File: src/rtl/gpio1_clkgen_if.sv
// gpio1_clkgen_if: Avalon-MM slave bus bundle for the GPIO1 clock generator.
// Signals: address[1:0], chipselect, write_n, writedata[15:0] toward the
// slave; readdata[15:0] back to the master.
interface gpio1_clkgen_if;
    logic [1:0]  address;
    logic        chipselect;
    logic        write_n;
    logic [15:0] writedata;
    logic [15:0] readdata;

    modport master (
        output address, chipselect, write_n, writedata,
        input  readdata
    );

    modport slave (
        input  address, chipselect, write_n, writedata,
        output readdata
    );
endinterface

File: src/rtl/gpio1_clkgen.sv
// gpio1_clkgen: programmable clock / burst generator for GPIO1.
// Ports: clk, reset (sync, active-high), ctrl_in[1:0] {trigger, run},
// bus (Avalon-MM slave: DIV, BURST, STATUS, REMAIN),
// clk_out[1:0] {rise strobe, divided clock}.
module gpio1_clkgen (
    input  logic          clk,
    input  logic          reset,
    input  logic [1:0]    ctrl_in,
    gpio1_clkgen_if.slave bus,
    output logic [1:0]    clk_out
);
    localparam logic [1:0] ST_IDLE  = 2'd0;
    localparam logic [1:0] ST_RUN   = 2'd1;
    localparam logic [1:0] ST_BURST = 2'd2;

    logic [1:0]  state;
    logic [15:0] div;
    logic [15:0] burst;
    logic [15:0] remain;
    logic [15:0] cnt;
    logic        trig_q;
    logic        phase;
    logic        rise;

    logic trig;
    logic wr;
    logic busy;
    logic in_burst;
    logic tick;

    assign trig     = ctrl_in[1] & ~trig_q;
    assign wr       = bus.chipselect & ~bus.write_n;
    assign busy     = (state != ST_IDLE);
    assign in_burst = (state == ST_BURST);
    assign tick     = (cnt == 16'd0);
    assign clk_out  = {rise, phase};

    always_comb begin
        bus.readdata = 16'd0;
        unique case (bus.address)
            2'd0:    bus.readdata = div;
            2'd1:    bus.readdata = burst;
            2'd2:    bus.readdata = {14'b0, in_burst, busy};
            default: bus.readdata = remain;
        endcase
    end

    always_ff @(posedge clk) begin
        if (reset) begin
            state  <= ST_IDLE;
            div    <= 16'd0;
            burst  <= 16'd0;
            remain <= 16'd0;
            cnt    <= 16'd0;
            trig_q <= 1'b0;
            phase  <= 1'b0;
            rise   <= 1'b0;
        end else begin
            trig_q <= ctrl_in[1];
            rise   <= 1'b0;
            if (wr && bus.address == 2'd0)
                div <= bus.writedata;
            if (wr && bus.address == 2'd1)
                burst <= bus.writedata;

            unique case (state)
                ST_IDLE: begin
                    phase  <= 1'b0;
                    cnt    <= div;
                    remain <= 16'd0;
                    if (ctrl_in[0]) begin
                        state <= ST_RUN;
                    end else if (trig && burst != 16'd0) begin
                        state  <= ST_BURST;
                        remain <= burst;
                    end
                end
                ST_RUN: begin
                    if (!tick) begin
                        cnt <= cnt - 16'd1;
                    end else begin
                        cnt <= div;
                        // Stopping only happens at the end of a low
                        // phase so the last high phase is never cut.
                        if (phase) begin
                            phase <= 1'b0;
                        end else if (!ctrl_in[0]) begin
                            state <= ST_IDLE;
                        end else begin
                            phase <= 1'b1;
                            rise  <= 1'b1;
                        end
                    end
                end
                ST_BURST: begin
                    if (!tick) begin
                        cnt <= cnt - 16'd1;
                    end else begin
                        cnt <= div;
                        if (phase) begin
                            phase  <= 1'b0;
                            remain <= remain - 16'd1;
                            if (remain == 16'd1)
                                state <= ST_IDLE;
                        end else begin
                            phase <= 1'b1;
                            rise  <= 1'b1;
                        end
                    end
                end
                default: state <= ST_IDLE;
            endcase
        end
    end
endmodule
File: src/flat_wrapper.sv
// flat-port wrapper written by rule: the top's interface ports become plain ports
module gpio1_clkgen_flat 
  (clk, reset, ctrl_in, clk_out, bus_address, bus_chipselect, bus_write_n, bus_writedata, bus_readdata);
  gpio1_clkgen_if bus_i ();
  input  logic clk;
  input  logic reset;
  input  logic [1:0] ctrl_in;
  output logic [1:0] clk_out;
  input wire logic [$bits(bus_i.address)-1:0] bus_address;
  input wire logic [$bits(bus_i.chipselect)-1:0] bus_chipselect;
  input wire logic [$bits(bus_i.write_n)-1:0] bus_write_n;
  input wire logic [$bits(bus_i.writedata)-1:0] bus_writedata;
  output wire logic [$bits(bus_i.readdata)-1:0] bus_readdata;
  assign bus_i.address = bus_address;
  assign bus_i.chipselect = bus_chipselect;
  assign bus_i.write_n = bus_write_n;
  assign bus_i.writedata = bus_writedata;
  assign bus_readdata = bus_i.readdata;
  gpio1_clkgen u_core (.clk(clk), .reset(reset), .ctrl_in(ctrl_in), .bus(bus_i), .clk_out(clk_out));
endmodule
File: config.mk
export PLATFORM = sky130hd
export DESIGN_NAME = gpio1_clkgen_flat
export DESIGN_NICKNAME = d
export VERILOG_FILES = /design/src/rtl/gpio1_clkgen_if.sv /design/src/rtl/gpio1_clkgen.sv /design/src/flat_wrapper.sv
export SDC_FILE = /design/constraint.sdc
export NUM_CORES = 1
export LEC_CHECK = 0
export CAP_MARGIN = 20
export CORE_MARGIN = 5
export CORE_UTILIZATION = 55
export DETAILED_ROUTE_END_ITERATION = 10
export PLACE_DENSITY = 0.78
export SKIP_LAST_GASP = 1
export SYNTH_ARGS = -nofsm -noshare
export SYNTH_HDL_FRONTEND = slang
export SYNTH_SLANG_ARGS = --single-unit
File: constraint.sdc
create_clock -name clk -period 6 [get_ports clk]
set_input_delay 0.6 -clock clk [delete_from_list [all_inputs] [get_ports clk]]
set_output_delay 0.6 -clock clk [all_outputs]
set_load 0.05 [all_outputs]
Word-level counts from Yosys, hierarchy flattened
Index checks and enable logic that the tools add are counted.
{"block": "op_classes", "add_sub_neg": 2, "eq_ne": 12, "n_mux": 26, "bitwise": 4, "reduce_logical": 15}
{"operator": "$mux W16", "count": 5}
{"operator": "$pmux W16 S2", "count": 2}
{"operator": "$pmux W16 S3", "count": 1}
{"operator": "$sub A16 B1 Y16 const B", "count": 2}
{"operator": "$eq A16 B1 Y1 const B", "count": 1}
{"operator": "$logic_not A16 Y1", "count": 1}
{"operator": "$mux W2", "count": 8}
{"operator": "$reduce_bool A16 Y1", "count": 1}
{"operator": "$ne A2 B2 Y1 const B", "count": 4}
{"operator": "$mux W1", "count": 7}
{"operator": "$reduce_and A7 Y1", "count": 1}
{"operator": "$pmux W2 S3", "count": 1}
{"operator": "$reduce_and A3 Y1", "count": 2}
{"operator": "$reduce_bool A2 Y1", "count": 3}
{"operator": "$eq A2 B1 Y1 const B", "count": 2}
{"operator": "$eq A2 B2 Y1 const B", "count": 2}
{"operator": "$logic_not A2 Y1", "count": 2}
{"operator": "$ne A2 B1 Y1 const B", "count": 2}
{"operator": "$logic_and A1 B1 Y1", "count": 3}
{"operator": "$ne A3 B2 Y1 const B", "count": 1}
{"operator": "$pmux W1 S3", "count": 1}
{"operator": "$reduce_bool A3 Y1", "count": 1}
{"operator": "$and A1 B1 Y1", "count": 2}
{"operator": "$not A1 Y1", "count": 2}
{"operator": "other kinds (2)", "count": 2}
{"block": "word_totals", "regBits": 69, "in_bits": 24, "out_inout_bits": 18, "word_cells": 67}

Logic depth before layout (Yosys ltp)
Gate-level depths: netlist of the first run.
{"block": "depth", "word_depth": 6, "mapped_depth": 8}

Least setup slack after synthesis of the first run
Ideal clock, no wire load.
{"block": "synth_path", "path_type": "input -> output", "startpoint": "input port bus_address[0]", "endpoint": "output port bus_readdata[10]", "arrival_time_ns": 2.704, "t_required_ns": 5.400, "path_slack_ns": 2.696, "cell_stages": 4, "path_buffers": 2, "path_cell_list": "clkbuf_1 buf_1 mux2i_1 o21ai_0"}
{"block": "synth_between", "elab_chain_cells": 2, "elab_cells_between_ends": 4}
{"item": "start, declared", "line_no": "flat_wrapper.sv:9", "rtl": "input wire logic [$bits(bus_i.address)-1:0] bus_address;"}
{"item": "$eq A2 B2 Y1, or another cell as far along", "line_no": "gpio1_clkgen.sv:40", "rtl": "unique case (bus.address)"}
{"item": "$pmux W16 S3 (*)", "line_no": "gpio1_clkgen.sv:40"}
{"item": "end, declared", "line_no": "flat_wrapper.sv:13", "rtl": "output wire logic [$bits(bus_i.readdata)-1:0] bus_readdata;"}
Every way passes the cells marked *; elsewhere a longest branch is shown, timed or not.

Final worst setup path of the first run
{"block": "layout_path", "startpoint": "input port bus_address[1]", "endpoint": "output port bus_readdata[9]"}
The elaborated chain is that of the path after synthesis.

==> results.md, run 1 <==
- The kind of end point of the critical path is a primary output.
- Summed over all cells, the static leakage comes to 0.00166 uW.
- The synthesized netlist occupies a cell area of between 3000 and 4000 um2.
- STA classifies the critical path startpoint as an input port.
- The number of cells upsized or downsized after cts is 0.
- The power density normalized to cell area is roughly 450 nW/um2.
- Summing the areas of all compound-gate instances in the mapped netlist gives around a quarter of the synthesized area.
- The tree is rooted in a clkbuf_8.
- The share of the core filled with cells in the final layout is a little under two thirds.
- Setup violations remaining at the end of the flow were counted as 0.
- The commonest register cell after synthesis is dfxtp_1.
- The count of final max-slew check failures is 0.
- Counting flops with a built-in enable in the synthesized netlist gives 0.
- The xor and xnor area share after synthesis is less than 1%.
- The number of hold violations in the final report is 0.
- The sequential cell area is between 1000 and 1500 um2.
- The clock drives between 60 and 70 sinks.
- The maximum fanout along the worst path is 18.
- The type of the worst min-delay path is register to register.
- The mean instance size in the synthesized netlist is roughly 7.8 um2.
- The worst setup path is of the input port to primary output kind.
- Setup repair after global routing left no endpoint under its margin.
- The met3 track demand over resource is ~6.5%.
- In this run the remaining antenna-violating nets after routing total 0.
- The run finished with clean final reports.
- After routing, the total negative slack on setup checks comes to 0 ps.
- Final hold analysis gives a worst-case slack of around 480 ps.
- The required time at the endpoint of the critical path is ~5400 ps.
- The pin count of the biggest net entering global routing is between 60 and 70.
- The total number of H-tree levels is 3.
- Before CTS, the worst setup slack after placement is 2200 ps.
- The multi-input gate area in the final layout is ~2400 um2.
- The share of flip-flops with an asynchronous set or reset after synthesis is 0%.
- The first global-routing pass estimated approximately 19000 um of wire.
- In this run, the number of DRC markers left after iteration 0 of detailed routing was between 400 and 500.
- In the routed design, unresolved DRC markers number 0.
- Clock-pin slew was measured on the worst setup and hold paths at 70 ps.
- The number of instances in the synthesized netlist is between 500 and 600.
- The row count is 31.
- The maximum clock skew at final layout is 10.1 ps.
- The worst vdd rail ir drop is approximately 280 uV.
- The die outline width is between 90 and 100 um.
- The synthesized flop and latch total is 69.
- The core region area is 7180 um2.
- For the worst setup path, the data arrival time is roughly 3300 ps.
- The count of non-filler cells in the finished layout is around 640.
- The combined global-route utilization of all metal layers is roughly a quarter.
- During synthesis, Yosys emitted a total of 0 warnings.
- In this run the tool buffered the top-level ports with between 40 and 50 buffer cells.
- At the end of the flow, the number of nets in the layout was 567.
- In this run, distinct cell masters in the synthesized netlist total 63.
- The met1 usage is a little over a third.
- Once detailed placement completed, the half-perimeter wirelength came to just over 8000 um.
- The number of setup buffers added after CTS is 0.
- After synthesis, the share of cell area in mux cells is under 10%.
- After clock tree synthesis, the flow added hold-fix buffers numbering 0.
- The number of antenna violations at the first check in global routing was 0.
- The routing usage on met2 is approximately two fifths.
- The die is 95.3 um tall.
- In this run the tightest slew margin relative to its limit is 26.2%.
- The routed length per placed instance is ~18 um.
- Wires add up to about 12000 um.
- Derived from the worst setup path, the maximum achievable clock frequency is ~260 MHz.
- The simple-gate share of the synthesized area is 26.6%.
- The total CTS buffers is 9.
- The number of placed I/O pins is 42.
- Across the run, the number of max-cap violations was 0.
- The worst-case setup margin in the final layout is roughly 2100 ps.
- The die covers 9080 um2.
- The layout overhead on the synthesized area is 14.5%.
- The main combinational cell family by area after synthesis is simple AND/OR/NAND/NOR gates.
- The sequential share of the synthesized area is roughly 35%.
- At the pin with the least slew margin, the transition time is 1100 ps.
- The first-pass iteration count of the detailed router is 5.
- In this run the deepest clock path goes through 2 buffers.
- After layout, the worst path uses roughly two thirds of the clock period.
- The fraction of layout instances using a drive strength above 1 is under 10%.
- The synthesized netlist net count is roughly 550.
- The layer flagged by global routing as most heavily used is met2.
- The diode insertion count for antenna repair is 0.
- The post-synthesis adder-cell area fraction is approximately 2.8%.
- Dividing the detail-routed via count by the number of cells gives between 6 and 7.
- The filler cell count in the final layout is 630.
- The worst path in the final design needs a cycle of a little under 4000 ps, including I/O delays and setup.
- TritonCTS built the clock tree.
- For this configuration, the core starts out at a cell density of a little under three fifths.
- The remaining global-route overflow is 0.
- The source-to-sink clock delay at the later pin of the worst-skew pair is about 350 ps.
- The detailed router placed approximately 4200 vias in this run.
- The number of global-route vias before repair was 3785.
- The number of placed instances, taps included, is 620.
- At the end of routability-driven placement, the weighted congestion stood at ~1.
critical path, cell delays in order:
cell and delay, ps:
clkdlybuf4s50_1 880, and2_0 690, nand2_1 110, o21ai_0 140, clkdlybuf4s50_1 870
flip-flops by register name (all words and copies together), names as in the netlist:
register,count
u_core.burst,16
u_core.remain,16
u_core.trig_q,1
u_core.cnt,16
u_core.div,16
u_core.state,2
u_core.phase,1
u_core.rise,1
power by group:
part	leakage, uW	switching (uW)	internal [uW]	total [uW]
clock network	0.0000833	173	158	331
registers	0.000560	95.9	533	629
logic	0.00101	694	404	1100
total	0.00166	962	1100	2060
cells in the mapped netlist, types with 3 or more instances:
cell / number / area, um2
a211oi_1: 5 / 37.5
a21o_1: 3 / 22.5
a21oi_1: 55 / 275
a221oi_1: 4 / 35.0
a32oi_1: 4 / 35.0
and2_1: 3 / 18.8
buf_2: 3 / 15.0
clkbuf_1: 30 / 113
dfxtp_1: 69 / 1380
ha_1: 9 / 113
inv_1: 17 / 63.8
mux2i_1: 19 / 190
nand2_1: 113 / 424
nand2b_1: 6 / 37.5
nand3_1: 5 / 25.0
nand3b_1: 3 / 22.5
nand4_1: 5 / 31.3
nand4b_1: 3 / 26.3
nor2_1: 18 / 67.6
nor3_1: 12 / 60.1
nor3b_1: 7 / 52.6
nor4_1: 11 / 68.8
nor4b_1: 8 / 70.1
o211a_1: 3 / 30.0
o211ai_1: 3 / 22.5
o21ai_0: 21 / 105
o221a_2: 3 / 33.8
o22ai_1: 6 / 37.5
o311a_1: 4 / 40.0
o311ai_0: 3 / 26.3
o31a_1: 3 / 26.3
o32ai_1: 4 / 35.0
or2_2: 5 / 31.3
or3_1: 5 / 31.3
or4_1: 5 / 37.5
metrics by stage:
step | total power [uW] | instance area (um2)
after floorplan | 1460 | 4000
after detailed placement | 1690 | 4390
after CTS | 2020 | 4550
after global placement | 1650 | 4380
after global routing | 2180 | 4580
final | 2060 | 4580
metal layers:
| layer | share of wire (%) | wire, um |
|---|---|---|
| met5 | 0 | 0 |
| met4 | 3.8 | 442 |
| met3 | 10 | 1190 |
| met2 | 45 | 5270 |
| met1 | 41 | 4800 |
cells in the final DEF, fill, tap and decap left out, drive strengths merged, types with 4 or more instances in the layout:
| master | instances |
|---|---|
| buf | 6 |
| o311a | 4 |
| o32ai | 4 |
| o21ai | 22 |
| nand2b | 6 |
| mux2i | 19 |
| or4 | 7 |
| nand4 | 5 |
| clkbuf | 14 |
| a21oi | 55 |
| a32oi | 4 |
| nor4 | 12 |
| a211oi | 5 |
| ha | 9 |
| nor4b | 8 |
| dfxtp | 69 |
| and2 | 4 |
| nand2 | 113 |
| inv | 17 |
| nor3b | 7 |
| or3 | 5 |
| nor2 | 18 |
| nor3 | 12 |
| o22ai | 6 |
| or2 | 5 |
| clkdlybuf4s50 | 40 |
| nand3 | 5 |
| a221oi | 4 |
layout make-up:
type                       instances  share of cell area, %
sequential                        69                   30.2
multi-input combinational        390                   52.1
tap                               99                   2.70
clock inverter                     2                  0.219
inverter                          17                   1.39
clock buffer                      13                   3.25
timing repair buffer              47                   10.2
cells by family (layout without fill, tap and decap cells):
| logic type | count (synthesis) | count (layout) |
|---|---|---|
| and+or+nand+nor | 216 | 216 |
| AOI/OAI and AO/OA | 141 | 141 |
| DFF | 69 | 69 |
| buffers and inverters | 55 | 79 |
| muxes | 23 | 23 |
| adders and majority gates | 9 | 9 |
| xor gates and xnor gates | 1 | 1 |
worst paths after layout:
check | depth (start not counted) | slack (ps) | startpoint | endpoint
hold reg to reg | 2 | 480 | u_core.div[2] | u_core.div[2]
setup / recovery | 5 | 2100 | bus_address[1] | bus_readdata[9]
setup reg to reg | 5 | 2950 | u_core.cnt[4] | u_core.cnt[2]
hold / removal | 2 | 480 | u_core.div[2] | u_core.div[2]
Note: power is estimated with default switching activity, not from simulation.
==> inputs of run 2 (changes only) <==
clock period = 3.8 ns   (was 6 ns; I/O delays follow)
==> run 2 against run 1 <==
Net effect: final cell count rose by 0.63%; cell area rose by 1.1%; first-iteration DRC count fell by 13%; core utilization rose by 0.71 points; highest routed layer unchanged; sequential power rose by 58%; via count fell by 2.2%; clock skew barely moved; critical path depth rose by 1; wire length fell by 1.6%; clock power rose by 120%; die area did not move; sequential share of layout area fell by 0.33 points.
==> results.md, run 2 (synthesis gave the netlist of run 1 again) <==
- The run finished with clean final reports.
- The share of the core filled with cells in the final layout is 64.6% (+0.71 points).
- The height of the die is 95.3 um (unchanged).
- The worst vdd rail ir drop is 442 uV (+59%).
- The number of setup violations in the final report is 0 (unchanged).
- The half-perimeter wire length after detailed placement is 8230 um (+0.97%).
- The total CTS buffers is 9 (unchanged).
- The total number of nets in the final design was 570 (+0.53%).
- The per-cell via count in the routed design is 6.34 (-2.8%).
- Setup repair after global routing left no endpoint under its margin.
- The core region area was 7180 um2 (unchanged).
- The endpoint identified for the worst register-to-register timing path is u_core.cnt[12].
- The placer congestion estimate is 0.966 (-2.2%).
- The source-to-sink clock delay at the later pin of the worst-skew pair came to 350 ps (about the same).
- The number of placed I/O pins is 42 (unchanged).
- The die outline width is 95.3 um (unchanged).
- The measured slew at the worst slew-check pin is 1000 ps (-96.1 ps).
- The maximum clock frequency is between 300 and 400 MHz.
- The worst hold path terminates at u_core.div[3].
- The layout overhead on the synthesized area is 15.8%.
- The most critical setup path has its startpoint at bus_address[0].
- In this run the critical register-to-register path is launched from u_core.cnt[4].
- The signal arrival time at the worst endpoint came to 2430 ps (-870 ps).
- The combined global-route utilization of all metal layers is 26.8% (+0.37 points).
- The worst setup path is of the input port to primary output kind.
- In this run the most critical hold path is launched from u_core.div[3].
- The filler cell count in the final layout came to 650 (+3.2%).
- The initial detailed-routing violation count is 373 (-13%).
- The worst hold path depth was 2 (unchanged).
- The worst setup path is launched from an input port.
- The number of DRC violations after detailed routing is 0 (unchanged).
- TritonCTS built the clock tree.
- The effective utilization at floorplan came to 55.7% (unchanged).
- The maximum fanout along the worst path is 19 (+1).
- The count of final max-slew check failures was 0 (unchanged).
- The clock sink total was 69 (unchanged).
- The via total after detailed routing is 4061 (-2.2%).
- The number of cells upsized or downsized after cts is 0 (unchanged).
- The post-detailed-route count of antenna-violating nets was 0 (unchanged).
- The power density normalized to cell area is 746 nW/um2 (+66%).
- The remaining global-route overflow is 0 (unchanged).
- The first-pass GRT wire length is 19100 um (+0.95%).
- The number of setup buffers added after CTS is 0 (unchanged).
- The first-pass iteration count of the detailed router is 6 (+1).
- The number of global-route vias before repair was 3921 (+3.6%).
- The post-detailed-placement cell area is 4390 um2 (about the same).
- The floorplan die area is 9080 um2 (unchanged).
- The pin count of the biggest net entering global routing is 63 (-1.6%).
- The total of max-cap violations is 0 (unchanged).
- The total length of routed wires came to 11500 um (-1.6%).
- After layout, the worst path uses between 70% and 80% of the clock period.
- The number of input and output port buffers inserted was 41 (unchanged).
- The number of cells after detailed placement is 625 (+0.81%).
- The required time at the endpoint of the critical path is 3420 ps (-1980 ps).
- The number of hold violations in the final report is 0 (unchanged).
- The total number of H-tree levels is 3 (unchanged).
- The number of antenna violations at the first check in global routing was 0 (unchanged).
- The worst slew slack as a fraction of its limit came to 32.8% (+6.7 points).
- The routed length per placed instance is 18.0 um (-2.2%).
- The worst setup path is captured at a primary output.
- The most common library cell in the layout ignoring fill and taps is nand2_1.
- The clock slew at the register clock pins of the worst setup and hold paths is 70 ps (about the same).
- The total of hold buffers inserted after clock tree synthesis came to 0 (unchanged).
- The fraction of layout instances using a drive strength above 1 is 9.96% (+3.5 points).
- The area of all placed cells without fillers is 4630 um2 (+1.1%).
- The maximum clock path buffer count is 2 (unchanged).
- Subtracting the final worst setup slack from the clock period gives between 2000 and 3000 ps.
- The diode insertion count for antenna repair came to 0 (unchanged).
- The count of non-filler cells in the finished layout was 641 (+0.63%).
- The root buffer selected by CTS is clkbuf_8.
- The register-to-register setup slack is 1060 ps (-1890 ps).
- The type of the worst min-delay path is register to register.
- The final sum of negative setup slack was 0 ps (unchanged).
- The leakage power summed over all cells is 0.00173 uW (+4.5%).
- The maximum clock skew at final layout is 10.6 ps (+0.474 ps).
- The row count is 31 (unchanged).
- The top cell types in the final layout, fill and taps aside, are nand2_1, dfxtp_1, a21oi_1.
- The depth of the most critical reg-to-reg path is 6 (+1).
-- run 2: changes by cell type in the layout (fill, tap and decap cells not counted), sizes merged --
cell,delta
buf,+18
bufinv,+3
clkbuf,-2
clkdlybuf4s50,-14
clkinv,-1
-- run 2: worst max-delay path: stages --
cell and delay, ps:
clkdlybuf4s50_1 560, buf_4 320, and2_0 620, nand2_1 140, o21ai_0 150, buf_4 260
-- run 2: power breakdown --
| group | total [uW] | switching, uW | leakage (uW) | internal [uW] |
|---|---|---|---|---|
| registers | 992 | 151 | 0.000560 | 841 |
| logic | 1720 | 1070 | 0.00105 | 654 |
| clock network | 742 | 288 | 0.000121 | 454 |
-- run 2: final cells by class --
| cell class | count | area [um2] | area share (%) |
|---|---|---|---|
| Clock buffer | 12 | 145 | 3.13 |
| Clock inverter | 4 | 95.1 | 2.05 |
| Timing Repair Buffer | 50 | 438 | 9.45 |
| Inverter | 17 | 63.8 | 1.38 |
| Tap cell | 99 | 124 | 2.67 |
| Sequential cell | 69 | 1380 | 29.8 |
| Multi-Input combinational cell | 390 | 2380 | 51.5 |
-- run 2: worst max-delay path by stage --
stage                                   to  cells after the start
after CTS                  bus_readdata[7]                      6
after global routing       bus_readdata[7]                      6
final                      bus_readdata[7]                      6
after detailed placement   bus_readdata[7]                      6
after floorplan           bus_readdata[10]                      4
after global placement     bus_readdata[7]                      6
-- run 2: per-layer routing --
| metal | vias up | part of all wire [%] | GRT usage [%] |
|---|---|---|---|
| met3 | 33 | 8.8 | 5.52 |
| met2 | 208 | 45 | 42.2 |
| li1 | 1916 | - | - |
| met5 | - | 0 | 0 |
| met1 | 1904 | 43 | 35.6 |
| met4 | 0 | 2.9 | 10.9 |
-- run 2: per-stage QoR --
step / setup slack, ps / power (uW) / hold slack, ps
after floorplan: 936 / 2310 / 442
after global placement: 1120 / 2640 / 470
after detailed placement: 1090 / 2680 / 476
after CTS: 1020 / 3420 / 474
after global routing: 829 / 3690 / 514
final: 985 / 3450 / 475
